--- src/rtl/gf22_sram64_rd_stream_if.sv ---
// Burst request and output stream bundle for the SRAM read streamer.
// slave is the streamer side, master is the requester/consumer side.
interface gf22_sram64_rd_stream_if #(
  parameter int ABITS = 15,
  parameter int DW    = 64
);
  logic             req_valid;
  logic             req_ready;
  logic [ABITS-1:0] req_addr;
  logic [ABITS:0]   req_len;
  logic             out_valid;
  logic             out_ready;
  logic [DW-1:0]    out_data;
  logic             out_last;

  modport master (
    output req_valid, req_addr, req_len, out_ready,
    input  req_ready, out_valid, out_data, out_last
  );

  modport slave (
    input  req_valid, req_addr, req_len, out_ready,
    output req_ready, out_valid, out_data, out_last
  );
endinterface

--- src/rtl/gf22_sram64_rd_stream.sv ---
// Streams a burst of SRAM words (1-cycle read latency) into a credit-limited
// first-word-fall-through FIFO that feeds a valid/ready output stream.
module gf22_sram64_rd_stream #(
  parameter int ABITS = 15,
  parameter int DW    = 64,
  parameter int DEPTH = 4
) (
  input  logic                      CLK,
  input  logic                      RSTN,
  gf22_sram64_rd_stream_if.slave    bus,
  output logic                      CE1,
  output logic [ABITS-1:0]          A1,
  input  logic [DW-1:0]             Q1,
  output logic                      busy
);
  localparam int PW = $clog2(DEPTH);
  localparam int CW = PW + 1;
  localparam logic [CW-1:0]  DEPTH_C = CW'(DEPTH);
  localparam logic [ABITS:0] ONE     = (ABITS+1)'(1);

  typedef enum logic [1:0] {IDLE, ISSUE, DRAIN} state_t;

  state_t           state, state_nx;
  logic [ABITS-1:0] addr_q, a1_q;
  logic [ABITS:0]   len_q, issued, popped;
  logic             inflight;
  logic [DW-1:0]    mem [DEPTH];
  logic [PW-1:0]    wptr, rptr;
  logic [CW-1:0]    count;
  logic             accept, ce, last_issue, push, pop;

  // Credit counts the read still in the SRAM pipe so the FIFO can never overflow.
  always_comb begin
    accept     = (state == IDLE) && bus.req_valid;
    ce         = (state == ISSUE) && (issued < len_q) &&
                 ((count + CW'(inflight)) < DEPTH_C);
    last_issue = ce && (issued == len_q - ONE);
    push       = inflight;
    pop        = bus.out_valid && bus.out_ready;
  end

  assign bus.req_ready = (state == IDLE);
  assign busy          = (state != IDLE);
  assign CE1           = ce;
  assign A1            = ce ? (addr_q + issued[ABITS-1:0]) : a1_q;
  assign bus.out_valid = (count != '0);
  assign bus.out_data  = mem[rptr];
  assign bus.out_last  = bus.out_valid && (popped == len_q - ONE);

  always_comb begin
    state_nx = state;
    case (state)
      IDLE:    if (accept && (bus.req_len != '0)) state_nx = ISSUE;
      ISSUE:   if (last_issue) state_nx = DRAIN;
      DRAIN:   if (pop && bus.out_last) state_nx = IDLE;
      default: state_nx = IDLE;
    endcase
  end

  always_ff @(posedge CLK or negedge RSTN) begin
    if (!RSTN) begin
      state    <= IDLE;
      addr_q   <= '0;
      a1_q     <= '0;
      len_q    <= '0;
      issued   <= '0;
      popped   <= '0;
      inflight <= 1'b0;
      wptr     <= '0;
      rptr     <= '0;
      count    <= '0;
    end else begin
      state    <= state_nx;
      inflight <= ce;
      if (accept) begin
        addr_q <= bus.req_addr;
        len_q  <= bus.req_len;
        issued <= '0;
        popped <= '0;
      end
      if (ce) begin
        issued <= issued + ONE;
        a1_q   <= A1;
      end
      if (push) wptr <= wptr + PW'(1);
      if (pop) begin
        rptr   <= rptr + PW'(1);
        popped <= popped + ONE;
      end
      case ({push, pop})
        2'b10:   count <= count + CW'(1);
        2'b01:   count <= count - CW'(1);
        default: ;
      endcase
    end
  end

  always_ff @(posedge CLK) begin
    if (push) mem[wptr] <= Q1;
  end
endmodule

--- src/flat_wrapper.sv ---
// flat-port wrapper written by rule: the top's interface ports become plain ports
module gf22_sram64_rd_stream_flat 
#(
  parameter int ABITS = 15,
  parameter int DW    = 64,
  parameter int DEPTH = 4
)
  (CLK, RSTN, CE1, A1, Q1, busy, bus_req_valid, bus_req_addr, bus_req_len, bus_out_ready, bus_req_ready, bus_out_valid, bus_out_data, bus_out_last);
  gf22_sram64_rd_stream_if #(.ABITS(ABITS), .DW(DW)) bus_i ();
  input  logic CLK;
  input  logic RSTN;
  output logic CE1;
  output logic [ABITS-1:0] A1;
  input  logic [DW-1:0] Q1;
  output logic busy;
  input wire logic [$bits(bus_i.req_valid)-1:0] bus_req_valid;
  input wire logic [$bits(bus_i.req_addr)-1:0] bus_req_addr;
  input wire logic [$bits(bus_i.req_len)-1:0] bus_req_len;
  input wire logic [$bits(bus_i.out_ready)-1:0] bus_out_ready;
  output wire logic [$bits(bus_i.req_ready)-1:0] bus_req_ready;
  output wire logic [$bits(bus_i.out_valid)-1:0] bus_out_valid;
  output wire logic [$bits(bus_i.out_data)-1:0] bus_out_data;
  output wire logic [$bits(bus_i.out_last)-1:0] bus_out_last;
  assign bus_i.req_valid = bus_req_valid;
  assign bus_i.req_addr = bus_req_addr;
  assign bus_i.req_len = bus_req_len;
  assign bus_i.out_ready = bus_out_ready;
  assign bus_req_ready = bus_i.req_ready;
  assign bus_out_valid = bus_i.out_valid;
  assign bus_out_data = bus_i.out_data;
  assign bus_out_last = bus_i.out_last;
  gf22_sram64_rd_stream #(.ABITS(ABITS), .DW(DW), .DEPTH(DEPTH)) u_core (.CLK(CLK), .RSTN(RSTN), .bus(bus_i), .CE1(CE1), .A1(A1), .Q1(Q1), .busy(busy));
endmodule
--- config.mk ---
export PLATFORM = sky130hd
export DESIGN_NAME = gf22_sram64_rd_stream_flat
export DESIGN_NICKNAME = d
export VERILOG_FILES = /design/src/rtl/gf22_sram64_rd_stream_if.sv /design/src/rtl/gf22_sram64_rd_stream.sv /design/src/flat_wrapper.sv
export SDC_FILE = /design/constraint.sdc
export NUM_CORES = 1
export LEC_CHECK = 0
export ABC_AREA = 0
export ABC_CLOCK_PERIOD_IN_PS = 3300
export CORE_UTILIZATION = 50
export CTS_CLUSTER_SIZE = 8
export DETAILED_ROUTE_END_ITERATION = 6
export PLACE_DENSITY = 0.8
export SYNTH_ARGS = -nofsm -noshare
export SYNTH_HDL_FRONTEND = slang
export SYNTH_SLANG_ARGS = --single-unit
--- constraint.sdc ---
create_clock -name CLK -period 3.3 [get_ports CLK]
set_clock_uncertainty 0.1 [all_clocks]
set_input_delay 0.825 -clock CLK [delete_from_list [all_inputs] [get_ports CLK]]
set_output_delay 0.825 -clock CLK [all_outputs]
set_load 0.03 [all_outputs]
======== Word-level counts from Yosys, hierarchy flattened ========
Memories as Yosys holds them, arrays and structs flattened.
Cells that the tools add are included.
Widths: inputs -> output; s select.
storage, ports and cells
  register bits after elaboration ......... 88
  latch bits .............................. 0
  memory bits (writable) .................. 256
  memory bits (read-only) ................. 0
  input bits .............................. 99
  output and inout bits ................... 84
  word-level logic and storage cells ...... 58
  memories kept ........................... 1
operators by class
  add/sub/neg operators ................... 9
  multipliers ............................. 0
  div/mod/pow operators ................... 0
  magnitude comparators ................... 2
  equality and inequality tests ........... 9
  shift-type cells ........................ 0
  multiplexer cells ....................... 11
  bitwise operators ....................... 0
  reduce and logical (&&, ||, !) cells .... 16
memory list
  name        words  width  rd ports  clocked after memory_dff  write ports  line                         text
  u_core.mem  4      64     1         0                         1            gf22_sram64_rd_stream.sv:27  logic [DW-1:0] mem [DEPTH];
operators with widths
  cell                   count
  $mux 16                3
  $add 16x1->16 const B  2
  $eq 16x16->1           2
  $lt 16x16->1           1
  $reduce_bool 16->1     1
  $sub 16x1->16 const B  1
  $add 15x15->15         1
  $mux 15                1
  $logic_and 1x1->1      8
  $reduce_bool 2->1      4
  $mux 2                 3
  $ne 2x1->1 const B     3
  $pmux 2 s3             1
  $pmux 3 s2             1
  $add 2x1->2 const B    2
  $eq 2x1->1 const B     2
  $eq 2x2->1 const B     2
  $add 3x1->3            1
  $add 3x1->3 const B    1
  $lt 3x3->1 const B     1
  $reduce_and 3->1       1
  $reduce_bool 3->1      1
  $sub 3x1->3 const B    1
  $logic_not 2->1        1
  $mux 1                 2

======== Depth between registers and ports, before layout ========
Gate-level depths: netlist of run 1.
  depth after elaboration ................. 6
  mapped depth ............................ 12
  mapped depth without buffers ............ 10

======== Least setup slack after synthesis of run 1 ========
Ideal clock, no wire load.
  path kind ............................... register to output
  start point ............................. reg u_core.len_q[0]
  end point ............................... out bus_out_last
  arrival time ............................ 3184 ps
  required time ........................... 2375 ps
  slack ................................... -809 ps
  cell stages (with the launch flop) ...... 10
  path buffers ............................ 1
  path through ............................ dfrtp_1 > inv_1 > ha_1 > or3b_2 > or4_1 > buf_2 > o211ai_2 > o2111ai_1 > or4_1 > nor3_1
on the way
  word-level cells in the longest chain between the ends .. 3
RTL lines
  what                      line                         text
  start: declaration        gf22_sram64_rd_stream.sv:25  logic [ABITS:0] len_q, issued, popped;
  start signal: assignment  gf22_sram64_rd_stream.sv:77  len_q <= bus.req_len;
  $sub 16x1->16             gf22_sram64_rd_stream.sv:48  assign bus.out_last = bus.out_valid && (popped == len_q - ONE);
  $eq 16x16->1              gf22_sram64_rd_stream.sv:48
  $logic_and 1x1->1         gf22_sram64_rd_stream.sv:48
  end: declaration          flat_wrapper.sv:23           output wire logic [$bits(bus_i.out_last)-1:0] bus_out_last;
Every way passes these cells.

======== Final worst setup path of run 1 ========
Same ends and word-level chain as after synthesis.

==> results of run 1 <==
-- cells in the mapped netlist, types with 8 or more instances --
master / instances / area share
sky130_fd_sc_hd__a21o_1: 9 / 0.0045
sky130_fd_sc_hd__a21oi_1: 11 / 0.0037
sky130_fd_sc_hd__and3_1: 12 / 0.0050
sky130_fd_sc_hd__buf_1: 11 / 0.0028
sky130_fd_sc_hd__clkbuf_1: 29 / 0.0073
sky130_fd_sc_hd__dfrtp_1: 88 / 0.15
sky130_fd_sc_hd__edfxtp_1: 256 / 0.52
sky130_fd_sc_hd__ha_1: 38 / 0.032
sky130_fd_sc_hd__inv_1: 37 / 0.0093
sky130_fd_sc_hd__mux4_2: 64 / 0.097
sky130_fd_sc_hd__nand2_1: 115 / 0.029
sky130_fd_sc_hd__nand3_1: 22 / 0.0074
sky130_fd_sc_hd__nand4_1: 10 / 0.0042
sky130_fd_sc_hd__nor2_1: 37 / 0.0093
sky130_fd_sc_hd__nor3_1: 12 / 0.0040
sky130_fd_sc_hd__nor4_1: 8 / 0.0034
sky130_fd_sc_hd__o21ai_0: 90 / 0.030
sky130_fd_sc_hd__o31ai_1: 12 / 0.0060
sky130_fd_sc_hd__xnor2_1: 32 / 0.019
sky130_fd_sc_hd__xor2_1: 20 / 0.012
-- placed cells by master (no fill, tap or decap), types with 12 or more instances in the layout --
master	count
sky130_fd_sc_hd__o21ai_0	78
sky130_fd_sc_hd__edfxtp_1	256
sky130_fd_sc_hd__buf_12	16
sky130_fd_sc_hd__xnor2_1	32
sky130_fd_sc_hd__inv_1	32
sky130_fd_sc_hd__xor2_1	19
sky130_fd_sc_hd__buf_6	21
sky130_fd_sc_hd__ha_1	31
sky130_fd_sc_hd__mux4_2	64
sky130_fd_sc_hd__dlygate4sd2_1	64
sky130_fd_sc_hd__nand3_1	21
sky130_fd_sc_hd__clkbuf_16	49
sky130_fd_sc_hd__buf_4	102
sky130_fd_sc_hd__and3_1	12
sky130_fd_sc_hd__nand2_1	106
sky130_fd_sc_hd__clkdlybuf4s50_1	100
sky130_fd_sc_hd__nor2_1	36
sky130_fd_sc_hd__dfrtp_1	84
-- what timing repair did --
item,CTS,global route
setup buffers,9,8
cloned,2,0
resized for setup,121,36
pin swaps,31,30
endpoints found under the setup margin,81,17
-- metrics by stage --
step           power, mW  TNS, ns    util  hold WS (ns)
2_1_floorplan      6.972  -0.3279       -        0.3497
3_3_place_gp       8.368  -0.8268  0.6234        0.3604
3_5_place_dp       8.434   -1.165  0.6234        0.3669
4_1_cts            12.75   -9.150  0.6797        0.2004
5_1_grt            13.05   -10.42  0.6869        0.2177
6_report           12.62   -9.106  0.6870        0.1904
-- kinds of logic after synthesis --
logic type               count (synthesis)  share of synthesized area
flip-flops                             344                     0.6637
multiplexers                            67                    0.09892
AND/OR/NAND/NOR                        251                    0.07910
adder cells (fa/ha/maj)                 40                    0.03460
buffers and inverters                   80                    0.02032
XOR/XNOR                                55                    0.03510
AO/OA/AOI/OAI                          165                    0.06827
-- state kept, by name (all words and copies together), names as in the netlist --
signal	count
u_core.mem	256
u_core.issued	16
u_core.len_q	16
u_core.popped	16
u_core.a1_q	15
u_core.addr_q	15
u_core.count	3
u_core.rptr	2
u_core.state	2
u_core.wptr	2
u_core.inflight	1
-- per-layer routing --
layer / share of wire / GRT usage
met5: 0 / 0
met4: 0.020 / 0.05978
met3: 0.060 / 0.03786
met2: 0.51 / 0.4105
met1: 0.41 / 0.3026
-- area by class of cell --
class,count,share of cell area
sequential,344,0.4966
multi-input combinational,578,0.2581
timing repair buffer,304,0.1455
clock buffer,60,0.06460
tap,384,0.02411
inverter,38,0.007533
clock inverter,3,0.003516
antenna,1,0.0001256
-- path summary, 6_finish.rpt --
path                                                      end                          start  slack [ns]
worst min register to register  u_core.addr_q[13]$_DFFE_PN0P_  u_core.addr_q[13]$_DFFE_PN0P_        0.38
worst max-delay path                             bus_out_last    u_core.len_q[0]$_DFFE_PN0P_       -0.81
worst max register to register   u_core.issued[8]$_DFFE_PN0P_    u_core.len_q[2]$_DFFE_PN0P_        0.16
max in group asynchronous         u_core.a1_q[12]$_DFFE_PN0P_                           RSTN        2.25
min in group CLK                u_core.addr_q[13]$_DFFE_PN0P_  u_core.addr_q[13]$_DFFE_PN0P_        0.38
worst min-delay path            u_core.popped[13]$_DFFE_PN0P_                           RSTN        0.19
-- worst register-to-register path: cells and delay by family, from the launching register on --
kind	cells	cell delay (ns)
AND/OR/NAND/NOR	2	0.61
flip-flops	1	0.50
buffers and inverters	4	0.48
adder cells (fa/ha/maj)	1	0.28
AO/OA/AOI/OAI	5	1.10
-- report_power, final --
part           total, mW  internal, mW  switching (mW)
logic               3.31          1.46            1.85
registers           4.82          4.72          0.0970
clock network       4.49          2.78            1.71
total               12.6          8.96            3.66
==> impl_table.tex, run 1 <==
\begin{tabular}{lr}
\hline
Metric & Value \\
\hline
\multicolumn{2}{l}{\textbf{Synthesis}} \\
Synthesized netlist cell count & 1002 \\
Sequential cell area fraction in the yosys report & 0.6637 \\
Number of warnings reported in the yosys synthesis log & 0 \\
Nets in the synthesized netlist & 1141 \\
Unique masters post-synth & 59 \\
Synthesis-stage register bit count & 344 \\
Post-Syn Area & 14900 um\^{}2 \\
Number of enable-type register cells in the synthesized netlist & 256 \\
Asr flop ratio synth & 0.2558 \\
Average footprint of a synthesized cell & 14.87 um\^{}2 \\
Primary flip-flop cell chosen by synthesis mapping & sky130\_fd\_sc\_hd\_\_edfxtp\_1 \\
\multicolumn{2}{l}{\textbf{Die}} \\
Number of I/O pins & 183 \\
Initial Utilization & 0.5136 \\
Die outline area & 30500 um\^{}2 \\
Die Width & 174.6 um \\
Die H & 174.6 um \\
\# rows & 62 \\
Core Region & 29010 um\^{}2 \\
\multicolumn{2}{l}{\textbf{Routing}} \\
Detailed-route vias per instance & 5.715 \\
Total wire length after detailed routing & 36080 um \\
Initial DRC Count & 772 \\
First drt pass iteration count & 6 \\
Vias after detailed routing & 9784 \\
Post-detailed-route wirelength per cell & 21.08 um \\
Antenna Violating Nets Remaining & 0 \\
Post-route DRC violation count & 0 \\
\multicolumn{2}{l}{\textbf{Clocking}} \\
Clock Sink Count & 344 \\
Clock latency at the later pin of the worst-skew pair & 0.54 ns \\
Number of buffers created by CTS & 49 \\
Bufs on Longest Clock Path & 3 \\
Root Buffer Master & sky130\_fd\_sc\_hd\_\_clkbuf\_16 \\
Clock slew at the register clock pins of the worst setup and hold paths & 0.05 ns \\
Post-cts hold buffer count & 0 \\
Maximum level of the CTS H-tree & 2 \\
Clock tree from TritonCTS & yes \\
\multicolumn{2}{l}{\textbf{Critical path}} \\
CP max FO & 4 \\
Sum of buffers and inverters on the critical path & 2 \\
Signal arrival time at the worst endpoint & 3.18 ns \\
Worst-case reg-to-reg path depth & 12 \\
Total number of cells along the worst setup path & 9 \\
CP cell instances & inv\_2 -> ha\_4 -> or3b\_4 -> or4\_4 -> o211ai\_2 -> o2111ai\_1 -> or4\_4 -> nor3\_4 -> buf\_12 \\
Capturing element type of the critical path & output pin \\
Critical Setup Path Class & reg -> out \\
Most Frequent Cell on Critical Path & sky130\_fd\_sc\_hd\_\_or4\_4 \\
Worst Setup Start Kind & register \\
Worst EP required & 2.37 ns \\
Kind of cell adding the most delay to the critical path & simple AND/OR/NAND/NOR gates \\
Cell with the largest stage delay on the worst path & sky130\_fd\_sc\_hd\_\_or4\_4 \\
Slowest cell delay on critical path & 0.53 ns \\
\multicolumn{2}{l}{\textbf{Placed design}} \\
Half-perimeter wire length after detailed placement & 22370 um \\
Port-buffer cells & 182 \\
Total placed cells including tap cells & 1632 \\
GP Congestion & 0.8469 \\
DP Worst Slack & -0.2823 ns \\
Area of placed instances & 18090 um\^{}2 \\
\multicolumn{2}{l}{\textbf{Pwr}} \\
Pleak & 7.490 nW \\
VDD IR-drop max & 561.2 uV \\
Total power divided by cell area & 633.1 nW/um\^{}2 \\
\multicolumn{2}{l}{\textbf{STA}} \\
Final hold viol count & 0 \\
Crit path setup slack, layout & -0.8065 ns \\
RSZ-0062 raised after global routing & yes \\
Pins Over Slew Limit & 0 \\
Transition at the pin with the smallest max-transition slack & 0.8189 ns \\
Shortest period the worst path allows & 4.107 ns \\
Max Clock Freq & 243.5 MHz \\
Number of setup violations in the final report & 17 \\
Worst rel slew slack & 0.4541 \\
Post-route fraction of the period consumed by the critical path & 1.244 \\
\multicolumn{2}{l}{\textbf{Status}} \\
Run status & finished, violations left \\
Violations in the final reports & negative setup slack \\
\multicolumn{2}{l}{\textbf{Global routing}} \\
Global Route Usage Sum & 0.2335 \\
Vias in the first global route & 10.17k \\
Antenna violations before repair & 1 \\
Total congestion overflow & 0 \\
Largest net degree at the start of global routing & 48 \\
Global-route wire length before repair & 55040 um \\
\multicolumn{2}{l}{\textbf{Min path}} \\
Class of the most critical hold timing path & in -> async \\
\multicolumn{2}{l}{\textbf{Cells and area}} \\
Area occupied by multi-input gates & 5144 um\^{}2 \\
Sequential cell area in the final layout & 9897 um\^{}2 \\
Post-route cell area & 19930 um\^{}2 \\
Number of filler instances in the final layout & 1958 \\
Layout overhead on the synthesized area & 33.76\% \\
Ratio of cells with drive above 1 in the final layout & 0.2502 \\
Number of standard cells in the final layout excluding fillers & 1712 \\
Number of nets at the end of the flow & 1454 \\
\multicolumn{2}{l}{\textbf{Flow run}} \\
Max Cap Violations & 0 \\
\hline
\end{tabular}
Power figures use the tool's default switching activity.
==> run 2, diff against run 1 <==
--- a/config.mk
+++ b/config.mk
@@ -7,7 +7,9 @@
 export LEC_CHECK = 0
 export ABC_AREA = 0
 export ABC_CLOCK_PERIOD_IN_PS = 3300
-export CORE_UTILIZATION = 50
+export CELL_PAD_IN_SITES_DETAIL_PLACEMENT = 0
+export CELL_PAD_IN_SITES_GLOBAL_PLACEMENT = 1
+export CORE_UTILIZATION = 42
 export CTS_CLUSTER_SIZE = 8
 export DETAILED_ROUTE_END_ITERATION = 6
 export PLACE_DENSITY = 0.8
==> run 2 against run 1 <==
Global-route usage shrank 3.7 points. Fmax shrank 0.19%. Sequential power is essentially flat. Via count shrank 1.7%. Setup slack lost 0.0077 ns. Sequential share of layout area shrank 0.73 points. The run still ends with negative setup slack left. Largest power group unchanged.
==> impl_table.tex, run 2 (same netlist as run 1, synthesis figures left out) <==
\begin{tabular}{lr}
\hline
Metric & Value \\
\hline
\multicolumn{2}{l}{\textbf{Status}} \\
Run status & finished, violations left \\
Violations in the final reports & negative setup slack \\
\multicolumn{2}{l}{\textbf{Pwr}} \\
Total power divided by cell area & 615.0 nW/um\^{}2 \\
Portion of total power attributed to sequential cells & 0.390 \\
Switching power summed over all nets & 3.643 mW \\
Relative contribution of the clock network to total power & 0.351 \\
Pleak & 7.586 nW \\
Switching power as a share of total power & 0.2928 \\
VDD IR-drop max & 409.5 uV \\
P\_int & 8.797 mW \\
Gate power share & 0.259 \\
\multicolumn{2}{l}{\textbf{Global routing}} \\
Largest net degree at the start of global routing & 57 \\
Global-route wire length before repair & 54680 um \\
Antenna violations before repair & 0 \\
Vias in the first global route & 9944 \\
Total congestion overflow & 0 \\
Global Route Usage Sum & 0.1963 \\
\multicolumn{2}{l}{\textbf{Critical path}} \\
Capturing element type of the critical path & output pin \\
CP max FO & 4 \\
Cell with the largest stage delay on the worst path & sky130\_fd\_sc\_hd\_\_or4\_4 \\
Worst-case reg-to-reg path depth & 9 \\
R2R Path Start & u\_core.len\_q[1]\$\_DFFE\_PN0P\_ \\
Worst Setup Start Kind & register \\
Reg2reg setup slack & 0.20 ns \\
Worst EP required & 2.37 ns \\
CP Capture Point & bus\_out\_last \\
CP cell instances & inv\_2 -> ha\_4 -> or3b\_4 -> or4\_4 -> o211ai\_2 -> o2111ai\_1 -> or4\_4 -> nor3\_4 -> buf\_12 \\
Signal arrival time at the worst endpoint & 3.19 ns \\
End of the worst register-to-register path & u\_core.state[0]\$\_DFFE\_PN0P\_ \\
Slowest cell delay on critical path & 0.53 ns \\
Critical Setup Path Class & reg -> out \\
Most Frequent Cell on Critical Path & sky130\_fd\_sc\_hd\_\_or4\_4 \\
Worst setup path startpoint & u\_core.len\_q[0]\$\_DFFE\_PN0P\_ \\
\multicolumn{2}{l}{\textbf{STA}} \\
Pins Over Slew Limit & 0 \\
Post-route fraction of the period consumed by the critical path & 1.247 \\
RSZ-0062 raised after global routing & yes \\
Final-layout worst hold slack & 0.03874 ns \\
Final hold viol count & 0 \\
Transition at the pin with the smallest max-transition slack & 0.8852 ns \\
Max Clock Freq & 243.1 MHz \\
Number of setup violations in the final report & 17 \\
Worst rel slew slack & 0.4084 \\
Total Neg Setup Slack & -9.047 ns \\
Shortest period the worst path allows & 4.114 ns \\
Crit path setup slack, layout & -0.8142 ns \\
\multicolumn{2}{l}{\textbf{Routing}} \\
Antenna Violating Nets Remaining & 0 \\
First drt pass iteration count & 5 \\
Initial DRC Count & 615 \\
Detailed-route vias per instance & 5.351 \\
Vias after detailed routing & 9621 \\
Post-route DRC violation count & 0 \\
Total wire length after detailed routing & 35650 um \\
Post-detailed-route wirelength per cell & 19.83 um \\
\multicolumn{2}{l}{\textbf{Placed design}} \\
Port-buffer cells & 182 \\
Half-perimeter wire length after detailed placement & 22930 um \\
DP Worst Slack & -0.2822 ns \\
GP Congestion & 0.8491 \\
Total placed cells including tap cells & 1707 \\
\multicolumn{2}{l}{\textbf{Clocking}} \\
Post-cts hold buffer count & 0 \\
Bufs on Longest Clock Path & 3 \\
Clock latency at the later pin of the worst-skew pair & 0.55 ns \\
Maximum level of the CTS H-tree & 2 \\
Clock slew at the register clock pins of the worst setup and hold paths & 0.06 ns \\
Number of buffers created by CTS & 48 \\
Root Buffer Master & sky130\_fd\_sc\_hd\_\_clkbuf\_16 \\
Clock Sink Count & 344 \\
Clock tree from TritonCTS & yes \\
\multicolumn{2}{l}{\textbf{Die}} \\
Number of I/O pins & 183 \\
Die outline area & 36240 um\^{}2 \\
Die H & 190.4 um \\
Die Width & 190.4 um \\
Core Region & 34710 um\^{}2 \\
\# rows & 68 \\
Initial Utilization & 0.4292 \\
\multicolumn{2}{l}{\textbf{Cells and area}} \\
Register with the most flip-flops & u\_core.mem \\
Number of filler instances in the final layout & 2770 \\
Sequential cell area in the final layout & 9898 um\^{}2 \\
Flip-flop count of the largest register, all copies and words added & 256 \\
Number of standard cells in the final layout excluding fillers & 1798 \\
Area occupied by multi-input gates & 5223 um\^{}2 \\
Ratio of cells with drive above 1 in the final layout & 0.2628 \\
Number of nets at the end of the flow & 1471 \\
Layout overhead on the synthesized area & 35.76\% \\
Diode insertion count for antenna repair & 0 \\
Most frequent cells in the layout & sky130\_fd\_sc\_hd\_\_edfxtp\_1 (256), sky130\_fd\_sc\_hd\_\_buf\_4 (110), sky130\_fd\_sc\_hd\_\_nand2\_1 (107) \\
Final standard cell utilization of the core & 0.5828 \\
Most common cell after layout, fill and taps aside & sky130\_fd\_sc\_hd\_\_edfxtp\_1 \\
\multicolumn{2}{l}{\textbf{Flow run}} \\
Max Cap Violations & 0 \\
\multicolumn{2}{l}{\textbf{Min path}} \\
Class of the most critical hold timing path & in -> async \\
\hline
\end{tabular}
run 2: critical path, delay by kind of cell, from the launching register on:
kind / cells / cell delay [ns]
AOI/OAI and AO/OA: 2 / 0.27
and+or+nand+nor: 4 / 1.61
buffers and inverters: 2 / 0.23
DFF: 1 / 0.38
adders and majority gates: 1 / 0.14
run 2: layout make-up:
type,count,area share
repair buffers,322,0.1524
inverters,38,0.007546
well taps,455,0.02814
flip-flops and latches,344,0.4893
multi-input cells,578,0.2582
clock buffers,59,0.06247
clock inverters,2,0.001979
run 2: worst min path at each step:
stage / from / end / slack (ns) / cells after the start
3_3_place_gp: u_core.a1_q[4]$_DFFE_PN0P_ / u_core.a1_q[4]$_DFFE_PN0P_ / 0.36 / 1
6_report: RSTN / u_core.len_q[12]$_DFFE_PN0P_ / 0.04 / 1
4_1_cts: RSTN / u_core.len_q[12]$_DFFE_PN0P_ / 0.03 / 1
5_1_grt: RSTN / u_core.len_q[10]$_DFFE_PN0P_ / 0.03 / 1
2_1_floorplan: u_core.addr_q[10]$_DFFE_PN0P_ / u_core.addr_q[10]$_DFFE_PN0P_ / 0.35 / 2
3_5_place_dp: u_core.a1_q[4]$_DFFE_PN0P_ / u_core.a1_q[4]$_DFFE_PN0P_ / 0.37 / 1
run 2: timing repair:
| action | 4_1_cts | 5_1_grt |
|---|---|---|
| pin swaps | 35 | 40 |
| gates cloned | 4 | 1 |
| gates resized for setup | 140 | 53 |
| setup endpoints to repair | 80 | 45 |
| setup buffers | 15 | 18 |
run 2: power by group through the flow:
stage	registers, mW	clock network, mW	logic [mW]
CTS	4.85	4.45	3.24
detailed placement	4.91	0	3.45
finish	4.85	4.36	3.23
global route	4.86	4.62	3.42
global placement	4.91	0	3.41
floorplan	4.84	0	2.13
run 2: per-stage QoR:
step / instance area (um^2) / power [mW]
2_1_floorplan: 15040 / 6.972
3_3_place_gp: 18190 / 8.324
3_5_place_dp: 18190 / 8.358
4_1_cts: 19940 / 12.54
5_1_grt: 20230 / 12.91
6_report: 20230 / 12.44
run 2: per-layer routing:
| layer | wire length (um) | track usage |
|---|---|---|
| met1 | 15340 | 0.2616 |
| met2 | 17720 | 0.3350 |
| met5 | 0 | 0 |
| met3 | 2082 | 0.03497 |
| met4 | 506 | 0.04308 |
==> run 3, diff against run 2 <==
--- a/config.mk
+++ b/config.mk
@@ -6,13 +6,13 @@
 export NUM_CORES = 1
 export LEC_CHECK = 0
 export ABC_AREA = 0
-export ABC_CLOCK_PERIOD_IN_PS = 3300
+export ABC_CLOCK_PERIOD_IN_PS = 4500
 export CELL_PAD_IN_SITES_DETAIL_PLACEMENT = 0
 export CELL_PAD_IN_SITES_GLOBAL_PLACEMENT = 1
-export CORE_UTILIZATION = 42
+export CORE_UTILIZATION = 46
 export CTS_CLUSTER_SIZE = 8
 export DETAILED_ROUTE_END_ITERATION = 6
-export PLACE_DENSITY = 0.8
+export PLACE_DENSITY = 0.83
 export SYNTH_ARGS = -nofsm -noshare
 export SYNTH_HDL_FRONTEND = slang
 export SYNTH_SLANG_ARGS = --single-unit
==> constraint.sdc (replaced) <==
create_clock -name CLK -period 4.5 [get_ports CLK]
set_clock_uncertainty 0.1 [all_clocks]
set_input_delay 1.125 -clock CLK [delete_from_list [all_inputs] [get_ports CLK]]
set_output_delay 1.125 -clock CLK [all_outputs]
set_load 0.03 [all_outputs]
==> run 3 against run 2 <==
The run now ends clean. Sequential power shrank 26%. Clock power down 25%. Hold slack better by 0.33 ns. Global-route usage rose by 0.42 points. Critical path depth decreased by 1. Critical endpoint unchanged. Sequential cell count unchanged. Via count shrank 4.4%. Non-clock buffer count is 92 lower. Wire length shrank 8.6%.
==> impl_table.tex, run 3 (same netlist as run 1, synthesis figures left out) <==
\begin{tabular}{lr}
\hline
Metric & Value \\
\hline
\multicolumn{2}{l}{\textbf{Critical path}} \\
CP max FO & 4 \\
Cell with the largest stage delay on the worst path & sky130\_fd\_sc\_hd\_\_or4\_4 \\
Most Frequent Cell on Critical Path & sky130\_fd\_sc\_hd\_\_or4\_4 \\
Signal arrival time at the worst endpoint & 3.25 ns \\
Critical Setup Path Class & reg -> out \\
Slowest cell delay on critical path & 0.53 ns \\
Total number of cells along the worst setup path & 8 \\
CP cell instances & or4\_4 -> or4\_4 -> o211ai\_2 -> o2111ai\_2 -> or4\_4 -> nor3\_2 -> buf\_4 -> buf\_12 \\
Worst Setup Start Kind & register \\
Sum of buffers and inverters on the critical path & 2 \\
Worst-case reg-to-reg path depth & 11 \\
Capturing element type of the critical path & output pin \\
Kind of cell adding the most delay to the critical path & simple AND/OR/NAND/NOR gates \\
Worst EP required & 3.27 ns \\
\multicolumn{2}{l}{\textbf{Clocking}} \\
Maximum level of the CTS H-tree & 2 \\
Clock Sink Count & 344 \\
Clock slew at the register clock pins of the worst setup and hold paths & 0.05 ns \\
Post-cts hold buffer count & 0 \\
Clock latency at the later pin of the worst-skew pair & 0.54 ns \\
Bufs on Longest Clock Path & 3 \\
Clock tree from TritonCTS & yes \\
Root Buffer Master & sky130\_fd\_sc\_hd\_\_clkbuf\_16 \\
Number of buffers created by CTS & 48 \\
\multicolumn{2}{l}{\textbf{Cells and area}} \\
Number of standard cells in the final layout excluding fillers & 1666 \\
Final standard cell utilization of the core & 0.5971 \\
Ratio of cells with drive above 1 in the final layout & 0.1741 \\
Diode insertion count for antenna repair & 0 \\
Most common cell after layout, fill and taps aside & sky130\_fd\_sc\_hd\_\_edfxtp\_1 \\
Register with the most flip-flops & u\_core.mem \\
Most frequent cells in the layout & sky130\_fd\_sc\_hd\_\_edfxtp\_1 (256), sky130\_fd\_sc\_hd\_\_clkdlybuf4s50\_1 (164), sky130\_fd\_sc\_hd\_\_nand2\_1 (115) \\
Layout overhead on the synthesized area & 27.11\% \\
Flip-flop count of the largest register, all copies and words added & 256 \\
Number of nets at the end of the flow & 1379 \\
\multicolumn{2}{l}{\textbf{STA}} \\
Max Clock Freq & 223.3 MHz \\
Transition at the pin with the smallest max-transition slack & 0.9574 ns \\
Shortest period the worst path allows & 4.477 ns \\
Number of setup violations in the final report & 0 \\
Pins Over Slew Limit & 0 \\
Worst rel slew slack & 0.3617 \\
Post-route fraction of the period consumed by the critical path & 0.9950 \\
Final hold viol count & 0 \\
RSZ-0062 raised after global routing & yes \\
\multicolumn{2}{l}{\textbf{Min path}} \\
Class of the most critical hold timing path & reg -> reg \\
Worst Hold Depth & 2 \\
\multicolumn{2}{l}{\textbf{Die}} \\
Die Width & 182.0 um \\
Die outline area & 33120 um\^{}2 \\
\# rows & 65 \\
Core Region & 31720 um\^{}2 \\
Number of I/O pins & 183 \\
Die H & 182.0 um \\
Initial Utilization & 0.4698 \\
\multicolumn{2}{l}{\textbf{Global routing}} \\
Most used routing layer & met2 \\
Global Route Usage Sum & 0.2006 \\
Met1 usage & 0.2791 \\
Largest net degree at the start of global routing & 65 \\
Total congestion overflow & 0 \\
Vias in the first global route & 9332 \\
Grt met2 use & 0.3251 \\
Global-route met3 utilization & 0.04452 \\
Antenna violations before repair & 2 \\
Global-route wire length before repair & 51670 um \\
\multicolumn{2}{l}{\textbf{Routing}} \\
Antenna Violating Nets Remaining & 0 \\
Total wire length after detailed routing & 32590 um \\
Post-route DRC violation count & 0 \\
Vias after detailed routing & 9193 \\
Detailed-route vias per instance & 5.518 \\
First drt pass iteration count & 5 \\
Initial DRC Count & 727 \\
Post-detailed-route wirelength per cell & 19.56 um \\
\multicolumn{2}{l}{\textbf{Placed design}} \\
Total placed cells including tap cells & 1581 \\
Port-buffer cells & 182 \\
Half-perimeter wire length after detailed placement & 20950 um \\
GP Congestion & 0.8361 \\
\multicolumn{2}{l}{\textbf{Pwr}} \\
VDD IR-drop max & 355.1 uV \\
Pleak & 6.906 nW \\
Total power divided by cell area & 489.5 nW/um\^{}2 \\
\multicolumn{2}{l}{\textbf{Status}} \\
Run status & completed \\
\multicolumn{2}{l}{\textbf{Flow run}} \\
Max Cap Violations & 0 \\
\hline
\end{tabular}
[run 3: changes by cell type in the layout (fill, tap and decap cells not counted), moves of 8 or more]
cell and change:
sky130_fd_sc_hd__nand2_1 +8, sky130_fd_sc_hd__o21ai_0 +14, sky130_fd_sc_hd__dlygate4sd2_1 -62, sky130_fd_sc_hd__buf_6 -31
sky130_fd_sc_hd__clkbuf_1 +13, sky130_fd_sc_hd__clkdlybuf4s50_1 +64, sky130_fd_sc_hd__buf_4 -53
[run 3: metrics by stage]
step	setup slack (ns)	total power, mW	area (um^2)	TNS, ns	hold WS [ns]
floorplan	0.09061	5.110	14900	0	0.3387
global placement	0.2151	6.072	17380	0	0.3506
detailed placement	0.2056	6.092	17380	0	0.3614
CTS	0.0004643	9.377	18840	0	0.3730
global route	-0.1121	9.613	18940	-0.1644	0.3921
finish	0.02255	9.272	18940	0	0.3650
[run 3: cell type report]
cell class              count  area, um^2
well taps                 402       503.0
repair buffers            230        2198
clock inverters             2       40.04
flip-flops and latches    344        9897
multi-input cells         578        4842
inverters                  38       146.4
clock buffers              72        1313
fillers                  2437       12780
[run 3: worst paths after layout]
check                                                 start                            end  slack (ns)
worst max-delay path            u_core.len_q[6]$_DFFE_PN0P_                   bus_out_last        0.02
min in group asynchronous                              RSTN  u_core.issued[13]$_DFFE_PN0P_        0.39
worst max register to register  u_core.len_q[9]$_DFFE_PN0P_   u_core.issued[5]$_DFFE_PN0P_        1.14
worst min register to register   u_core.a1_q[7]$_DFFE_PN0P_     u_core.a1_q[7]$_DFFE_PN0P_        0.37
max in group asynchronous                              RSTN     u_core.a1_q[2]$_DFFE_PN0P_        3.10
worst min-delay path             u_core.a1_q[7]$_DFFE_PN0P_     u_core.a1_q[7]$_DFFE_PN0P_        0.37
[run 3: repair_timing]
| action | in CTS | in global routing |
|---|---|---|
| setup endpoints to repair | 10 | 14 |
| pin swaps | 6 | 10 |
| resized for setup | 20 | 21 |
| buffers inserted | 7 | 4 |
[run 3: power by group]
part           internal, mW  switching [mW]
Clock                  1.99            1.27
Sequential             3.46           0.148
Combinational          1.17            1.23
Total                  6.62            2.65
[run 3: metal layers]
metal,wire length [um],part of all wire
met3,2204,0.068
met4,477,0.015
met2,15550,0.48
met1,14330,0.44
met5,23,0.00071
[run 3: tightest hold or removal path, stage by stage, from the launching register on]
cell and delay [ns]:
sky130_fd_sc_hd__dfrtp_1 0.32, sky130_fd_sc_hd__nand2_1 0.05, sky130_fd_sc_hd__o21ai_0 0.06
